## config.mk

```make
export PLATFORM = sky130hd
export DESIGN_NAME = tx_stream_arbiter
export DESIGN_NICKNAME = d
export VERILOG_FILES = /design/src/rtl/tx_stream_arbiter.sv
export SDC_FILE = /design/constraint.sdc
export NUM_CORES = 1
export LEC_CHECK = 0
export ABC_AREA = 1
export BUFFER_PORTS_ARGS = -buffer_cell sky130_fd_sc_hd__buf_2
export CAP_MARGIN = 10
export CORE_ASPECT_RATIO = 0.9
export CORE_MARGIN = 1
export CORE_UTILIZATION = 40
export DETAILED_ROUTE_END_ITERATION = 12
export SLEW_MARGIN = 0
export SYNTH_ARGS = -nofsm -noshare
export SYNTH_HDL_FRONTEND = slang
export SYNTH_SLANG_ARGS = --single-unit
```

## constraint.sdc

```tcl
create_clock -name gtx_clk_bufg -period 5.6 [get_ports gtx_clk_bufg]
set_clock_uncertainty 0.15 [all_clocks]
set_input_delay 1.12 -clock gtx_clk_bufg [delete_from_list [all_inputs] [get_ports gtx_clk_bufg]]
set_output_delay 1.12 -clock gtx_clk_bufg [all_outputs]
set_load 0.005 [all_outputs]
```

## src/rtl/tx_stream_arbiter.sv

```systemverilog
// Packet-locked two-source AXI-Stream merger (cmd/adc) towards the Ethernet MAC, with inter-frame gap.
// Latency: grant 1 cycle after valid in IDLE, data path combinational; backpressure: m_tready feeds the granted source.
module tx_stream_arbiter #(
    parameter int DATA_WIDTH = 8,
    parameter int IFG_CYCLES = 12,
    parameter int CNT_WIDTH  = 16
) (
    input  logic                  gtx_clk_bufg,
    input  logic                  gtx_resetn,
    input  logic [DATA_WIDTH-1:0] s_cmd_tdata,
    input  logic                  s_cmd_tvalid,
    input  logic                  s_cmd_tlast,
    output logic                  s_cmd_tready,
    input  logic [DATA_WIDTH-1:0] s_adc_tdata,
    input  logic                  s_adc_tvalid,
    input  logic                  s_adc_tlast,
    output logic                  s_adc_tready,
    output logic [DATA_WIDTH-1:0] m_tdata,
    output logic                  m_tvalid,
    output logic                  m_tlast,
    input  logic                  m_tready,
    output logic [1:0]            grant,
    output logic [CNT_WIDTH-1:0]  cmd_pkt_cnt,
    output logic [CNT_WIDTH-1:0]  adc_pkt_cnt
);

    localparam int GAP_W = (IFG_CYCLES > 1) ? $clog2(IFG_CYCLES) : 1;
    localparam logic [GAP_W-1:0] GAP_LOAD = (IFG_CYCLES > 0) ? GAP_W'(IFG_CYCLES - 1) : '0;

    typedef enum logic [1:0] {
        IDLE     = 2'd0,
        SEND_CMD = 2'd1,
        SEND_ADC = 2'd2,
        GAP      = 2'd3
    } state_t;

    state_t           state_q;
    state_t           state_d;
    logic [GAP_W-1:0] gap_cnt;
    logic             last_adc;
    logic             pkt_done;

    always_comb begin
        state_d      = state_q;
        s_cmd_tready = 1'b0;
        s_adc_tready = 1'b0;
        m_tdata      = '0;
        m_tvalid     = 1'b0;
        m_tlast      = 1'b0;
        grant        = 2'b00;
        pkt_done     = 1'b0;
        case (state_q)
            IDLE: begin
                // On a tie the source that did not send the previous packet wins.
                if (s_cmd_tvalid && s_adc_tvalid) begin
                    state_d = last_adc ? SEND_CMD : SEND_ADC;
                end else if (s_cmd_tvalid) begin
                    state_d = SEND_CMD;
                end else if (s_adc_tvalid) begin
                    state_d = SEND_ADC;
                end
            end
            SEND_CMD: begin
                grant        = 2'b01;
                m_tdata      = s_cmd_tdata;
                m_tvalid     = s_cmd_tvalid;
                m_tlast      = s_cmd_tlast;
                s_cmd_tready = m_tready;
                if (s_cmd_tvalid && m_tready && s_cmd_tlast) begin
                    pkt_done = 1'b1;
                    state_d  = (IFG_CYCLES > 0) ? GAP : IDLE;
                end
            end
            SEND_ADC: begin
                grant        = 2'b10;
                m_tdata      = s_adc_tdata;
                m_tvalid     = s_adc_tvalid;
                m_tlast      = s_adc_tlast;
                s_adc_tready = m_tready;
                if (s_adc_tvalid && m_tready && s_adc_tlast) begin
                    pkt_done = 1'b1;
                    state_d  = (IFG_CYCLES > 0) ? GAP : IDLE;
                end
            end
            GAP: begin
                if (gap_cnt == '0) begin
                    state_d = IDLE;
                end
            end
            default: state_d = IDLE;
        endcase
    end

    always_ff @(posedge gtx_clk_bufg or negedge gtx_resetn) begin
        if (!gtx_resetn) begin
            state_q     <= IDLE;
            gap_cnt     <= '0;
            last_adc    <= 1'b1;
            cmd_pkt_cnt <= '0;
            adc_pkt_cnt <= '0;
        end else begin
            state_q <= state_d;
            if (pkt_done) begin
                gap_cnt  <= GAP_LOAD;
                last_adc <= (state_q == SEND_ADC);
            end else if ((state_q == GAP) && (gap_cnt != '0)) begin
                gap_cnt <= gap_cnt - GAP_W'(1);
            end
            if (pkt_done && (state_q == SEND_CMD)) begin
                cmd_pkt_cnt <= cmd_pkt_cnt + CNT_WIDTH'(1);
            end
            if (pkt_done && (state_q == SEND_ADC)) begin
                adc_pkt_cnt <= adc_pkt_cnt + CNT_WIDTH'(1);
            end
        end
    end

endmodule

```

==> metrics.md, run 1 <==
| Metric | Value |
|---|---|
| Port bufs | `68` |
| Pwr/cell area | `317 mW/mm^2` |
| Seq pwr share | `36.0%` |
| RSZ-0062 raised after global routing | `no` |
| Post-CTS setup buffers | `0` |
| Initial Util | `42.6%` |
| FILL cells | `595` |
| Placed Cells | `495` |
| Post-cts resize count | `0` |
| Iteration-0 DRC Markers | `141` |
| Slew Viols, Final | `0` |
| Int Pwr | `609 uW` |
| Post-Layout Cell Count | `503` |
| Total core area | `0.00582 sq mm` |
| Worst Tran Pin Value | `0.859 ns` |
| Ports | `69` |
| Setup TNS Final | `0 ns` |
| Synth top cells by count | `nand2_1, dfrtp_1, inv_1, nor2_1, nand3_1` |
| CTS Buf Count | `5` |
| Avg Inst Size Synth | `6.80 sq um` |
| Final WS setup | `2.47 ns` |
| Total gr overflow | `0` |
| Worst vdd ir | `0.179 mV` |
| Largest cells by area after synthesis | `dfrtp_1, nand2_1, inv_1, nor2_1, ha_1` |
| Final worst path period need | `3.13 ns` |
| Synthesis-stage register bit count | `39` |
| Final hold viol count | `0` |
| Clk sink count | `39` |
| Cell taking the most area after synthesis | `dfrtp_1` |
| DR vias | `2419` |
| Finish-stage setup viols | `0` |
| Leakage | `0.00161 uW` |
| DR WL/cell | `11.3 um` |
| Pre-CTS WS | `2.64 ns` |
| Ant. Diodes | `0` |
| GPL Wtd Cong | `0.785` |
| Vias per inst | `4.81` |
| Final WL | `5690 um` |
| Area of the mapped netlist | `0.00248 sq mm` |
| Synth warnings | `0` |
| Root buf cell | `clkbuf_8` |
| Total Routing Usage GR | `18.6%` |
| Crit start category | `register` |
| Maximum clock frequency | `0.320 GHz` |
| Comb pwr share | `34.4%` |
| Post-DRT Antenna Nets | `0` |
| Latest clock arrival within the worst-skew pair | `0.30 ns` |
| Largest net degree at the start of global routing | `40` |
| Crit share post-route | `55.8%` |
| CP max FO | `17` |
| Hpwl dp | `4110 um` |
| Synth top area share | `38.3%` |
| CP Data Required Time | `4.33 ns` |
| Rel. slew slack | `42.7%` |
| Post-synth EDFFs | `0` |
| Status | `completed` |
| Critical path class | `reg -> out` |
| Max Cap Violations | `0` |
| Final #Nets | `465` |
| Longest Clk Path Bufs | `2` |
| Count leader, synth | `nand2_1` |
| Arr. time, crit path | `1.86 ns` |
| Register Area | `977 sq um` |
| Clock power frac | `29.6%` |
| Clk slew on worst S/H paths | `0.08 ns` |
| Die area | `0.00653 sq mm` |
| Number of H-tree levels | `2` |
| Seq/Total Area, Yosys | `39.4%` |
| Multi-input logic area | `0.00132 sq mm` |
| Initial antenna violation count | `0` |
| # DRC | `0` |
| Cells after synthesis | `365` |
| Area added between synthesis and finish | `21.0%` |
| CTS tree | `built` |
| Share of async-settable or async-resettable flops after synthesis | `100%` |
| DRT Pass-1 Iters | `5` |
| Number of global-route vias before repair | `2190` |
| Psw | `343 uW` |
| Cell variety after synth | `21` |
| Worst Hold Class | `reg -> reg` |
| Syn nets | `398` |
| First-pass GRT wire length | `9940 um` |
| Endpoint class of the critical path | `output pin` |
| Die Height | `76.7 um` |
| Ys flop type | `dfrtp_1` |
| Cts hold-fix bufs | `0` |
| Net Sw Frac | `36.0%` |
| Die Width | `85.0 um` |
| # rows | `26` |
| Layout cells sized above 1 | `18.2%` |
[placed cells by master, fill, tap and decap left out, drive strengths merged, types with 6 or more instances in the layout]
| master | netlist | routed |
|---|---|---|
| nand2 | 155 | 155 |
| buf | 5 | 68 |
| inv | 38 | 38 |
| dfrtp | 38 | 38 |
| nor2 | 38 | 38 |
| nand3 | 22 | 22 |
| o21ai | 12 | 12 |
| nand4 | 11 | 11 |
| a21oi | 10 | 10 |
| nand3b | 10 | 10 |
| ha | 10 | 10 |
| xnor2 | 6 | 6 |
[kinds of logic after synthesis]
group                    share of synthesized area [%]
adder cells (fa/ha/maj)                           5.04
XOR/XNOR                                          2.82
flip-flops                                        39.4
AND/OR/NAND/NOR                                   40.5
AO/OA/AOI/OAI                                     4.74
buffers and inverters                             7.51
[critical path, cell delays in order (launching register included)]
cell and delay, ns:
dfrtp_1 0.43, inv_1 0.14, ha_1 0.55, nand2_1 0.14
a21oi_1 0.16, buf_2 0.13
[stage by stage]
| step | hold WS, ns | area (sq um) | utilization [%] | total power (uW) |
|---|---|---|---|---|
| after global placement | 0.316 | 2870 | 49.2 | 674 |
| after floorplan | 0.295 | 2480 | - | 570 |
| final | 0.329 | 3000 | 51.6 | 953 |
| after CTS | 0.334 | 3000 | 51.6 | 966 |
| after detailed placement | 0.320 | 2870 | 49.2 | 678 |
| after global routing | 0.350 | 3000 | 51.6 | 1020 |
[path summary, 6_finish.rpt]
path / startpoint / depth (start not counted) / to / slack [ns]
worst max-delay path: state_q[0]$_DFFE_PN0P_ / 5 / m_tlast / 2.47
worst min-delay path: last_adc$_DFFE_PN1P_ / 2 / last_adc$_DFFE_PN1P_ / 0.33
worst max register to register: state_q[0]$_DFFE_PN0P_ / 9 / adc_pkt_cnt[2]$_DFFE_PN0P_ / 2.67
worst min register to register: last_adc$_DFFE_PN1P_ / 2 / last_adc$_DFFE_PN1P_ / 0.33
max in group asynchronous: gtx_resetn / 1 / adc_pkt_cnt[9]$_DFFE_PN0P_ / 3.98
min in group asynchronous: gtx_resetn / 1 / cmd_pkt_cnt[0]$_DFFE_PN0P_ / 0.78
[routing by layer]
metal  track usage (%)  wire (um)  up-vias  share of wire [%]
met5                 0          0        -                  0
met4              4.07         44        0               0.77
met3              3.88        221        6                3.9
met2              30.0       2520       48                 44
met1              25.8       2900     1086                 51
li1                  -          -     1279                  -
[power groups by stage]
stage / logic (uW) / clock network (uW) / registers [uW]
global placement: 327 / 0 / 348
detailed placement: 329 / 0 / 349
CTS: 332 / 291 / 343
floorplan: 228 / 0 / 342
finish: 328 / 282 / 343
global route: 374 / 301 / 347
[sequential cells by signal, indices dropped and copies added, names as in the netlist]
name	count
adc_pkt_cnt	16
cmd_pkt_cnt	16
gap_cnt	4
last_adc	1
state_q	2
[final cells by class]
| class | count | share of cell area, % |
|---|---|---|
| clock inverters | 3 | 2.25 |
| repair buffers | 68 | 11.3 |
| clock buffers | 5 | 2.29 |
| flip-flops and latches | 39 | 32.5 |
| inverters | 38 | 4.75 |
| multi-input cells | 280 | 43.9 |
| well taps | 70 | 2.92 |
Note: power is estimated with default switching activity, not from simulation.
==> run 2, diff against run 1 <==
--- a/config.mk
+++ b/config.mk
@@ -12,6 +12,7 @@
 export CORE_MARGIN = 1
 export CORE_UTILIZATION = 40
 export DETAILED_ROUTE_END_ITERATION = 12
+export PLACE_DENSITY = 0.66
 export SLEW_MARGIN = 0
 export SYNTH_ARGS = -nofsm -noshare
 export SYNTH_HDL_FRONTEND = slang
==> constraint.sdc (replaced) <==
create_clock -name gtx_clk_bufg -period 2.5 [get_ports gtx_clk_bufg]
set_clock_uncertainty 0.15 [all_clocks]
set_input_delay 0.5 -clock gtx_clk_bufg [delete_from_list [all_inputs] [get_ports gtx_clk_bufg]]
set_output_delay 0.5 -clock gtx_clk_bufg [all_outputs]
set_load 0.005 [all_outputs]
==> metrics.md, run 2 (same netlist as run 1, synthesis figures left out) <==
| Metric | Value |
|---|---|
| Status | `completed` |
| Total core area | `0.00582 sq mm` |
| DR WL/cell | `11.4 um` |
| CP Launch Point | `state_q[0]$_DFFE_PN0P_` |
| Final #Nets | `474` |
| Max Cap Violations | `0` |
| Initial Util | `42.6%` |
| Total gr overflow | `0` |
| CTS tree | `built` |
| Die area | `0.00653 sq mm` |
| First-pass GRT wire length | `10400 um` |
| Area added between synthesis and finish | `23.1%` |
| DR vias | `2481` |
| Die Width | `85.0 um` |
| Pwr/cell area | `683 mW/mm^2` |
| Die Height | `76.7 um` |
| Endpoint class of the critical path | `output pin` |
| Min-Delay Path Depth | `2` |
| Arr. time, crit path | `1.72 ns` |
| RSZ-0062 raised after global routing | `yes` |
| Final Power | `2090 uW` |
| Finish-stage setup viols | `0` |
| Final worst path period need | `2.37 ns` |
| Root buf cell | `clkbuf_8` |
| Post-CTS setup buffers | `0` |
| Clk slew on worst S/H paths | `0.08 ns` |
| CTS Buf Count | `5` |
| CP max FO | `11` |
| Most used cells in the layout excluding fill and tap cells | `nand2_1, buf_2, inv_1, dfrtp_1, nor2_1` |
| Final WL | `5820 um` |
| Clk sink count | `39` |
| Min-Delay Startpoint | `last_adc$_DFFE_PN1P_` |
| Latest clock arrival within the worst-skew pair | `0.29 ns` |
| Maximum clock frequency | `0.422 GHz` |
| # DRC | `0` |
| GPL Wtd Cong | `0.799` |
| # rows | `26` |
| Vias per inst | `4.85` |
| Worst Tran Pin Value | `0.519 ns` |
| Final hold viol count | `0` |
| Port bufs | `68` |
| Ant. Diodes | `0` |
| Number of H-tree levels | `2` |
| DRT Pass-1 Iters | `4` |
| Crit share post-route | `94.7%` |
| Longest Clk Path Bufs | `2` |
| Number of global-route vias before repair | `2336` |
| Commonest non-fill, non-tap cell in the layout | `nand2_1` |
| Rel. slew slack | `65.2%` |
| Leakage | `0.00165 uW` |
| Iteration-0 DRC Markers | `129` |
| Total Routing Usage GR | `19.5%` |
| Largest net degree at the start of global routing | `19` |
| Crit start category | `register` |
| Ports | `69` |
| Worst vdd ir | `0.291 mV` |
| Worst Hold Class | `reg -> reg` |
| Reg2reg path depth | `10` |
| Initial antenna violation count | `0` |
| Slew Viols, Final | `0` |
| CP Data Required Time | `1.85 ns` |
| Layout cells sized above 1 | `19.9%` |
| Setup TNS Final | `0 ns` |
| Post-DRT Antenna Nets | `0` |
| Critical path class | `reg -> out` |
| Top flop regs | `adc_pkt_cnt x16, cmd_pkt_cnt x16, gap_cnt x4` |
| Worst R2R Start | `state_q[0]$_DFFE_PN0P_` |
| Hpwl dp | `4400 um` |
==> run 2: final timing paths <==
kind	end	slack [ns]
worst min-delay path	last_adc$_DFFE_PN1P_	0.33
max in group asynchronous	last_adc$_DFFE_PN1P_	1.16
worst max-delay path	m_tdata[7]	0.13
worst max register to register	cmd_pkt_cnt[2]$_DFFE_PN0P_	0.39
worst min register to register	last_adc$_DFFE_PN1P_	0.33
min in group asynchronous	cmd_pkt_cnt[5]$_DFFE_PN0P_	0.48
==> run 2: cell type report <==
cell class                      count  area (sq um)
Tap cell                           70          87.6
Clock buffer                        6          82.6
Sequential cell                    39           977
Timing Repair Buffer               77           410
Inverter                           38           143
Fill cell                         578          2770
Clock inverter                      2          35.0
Multi-Input combinational cell    280          1320
==> run 2: critical path, cell delays in order (launching register included) <==
cell and delay (ns):
dfrtp_1 0.43, inv_1 0.11, ha_1 0.34, inv_1 0.32
a21oi_1 0.08, buf_2 0.15
==> run 2: routing by layer <==
layer / wire length, um / track usage, % / share of wire, %
met5: 0 / 0 / 0
met4: 11 / 3.22 / 0.19
met3: 192 / 4.31 / 3.3
met2: 2810 / 33.1 / 48
met1: 2810 / 25.9 / 48
==> run 2: what timing repair did <==
action,4_1_cts,5_1_grt
hold endpoints to repair,13,0
hold buffers,1,0
endpoints found under the setup margin,0,5
resized for setup,0,1
==> run 2: stage by stage <==
step	utilization [%]	instance area (sq um)	instances	setup WS, ns	hold slack [ns]
final	52.5	3060	512	0.132	0.334
after global routing	52.5	3060	512	-0.0294	0.352
after CTS	52.4	3050	512	0.111	0.339
after detailed placement	50.3	2930	503	0.386	0.271
after global placement	50.3	2930	503	0.443	0.280
after floorplan	-	2480	365	0.511	0.0544
==> run 2: where the power goes <==
group	switching [uW]	internal, uW	total, uW
combinational	476	295	771
clock	224	323	547
sequential	62.0	707	769
total	762	1320	2090
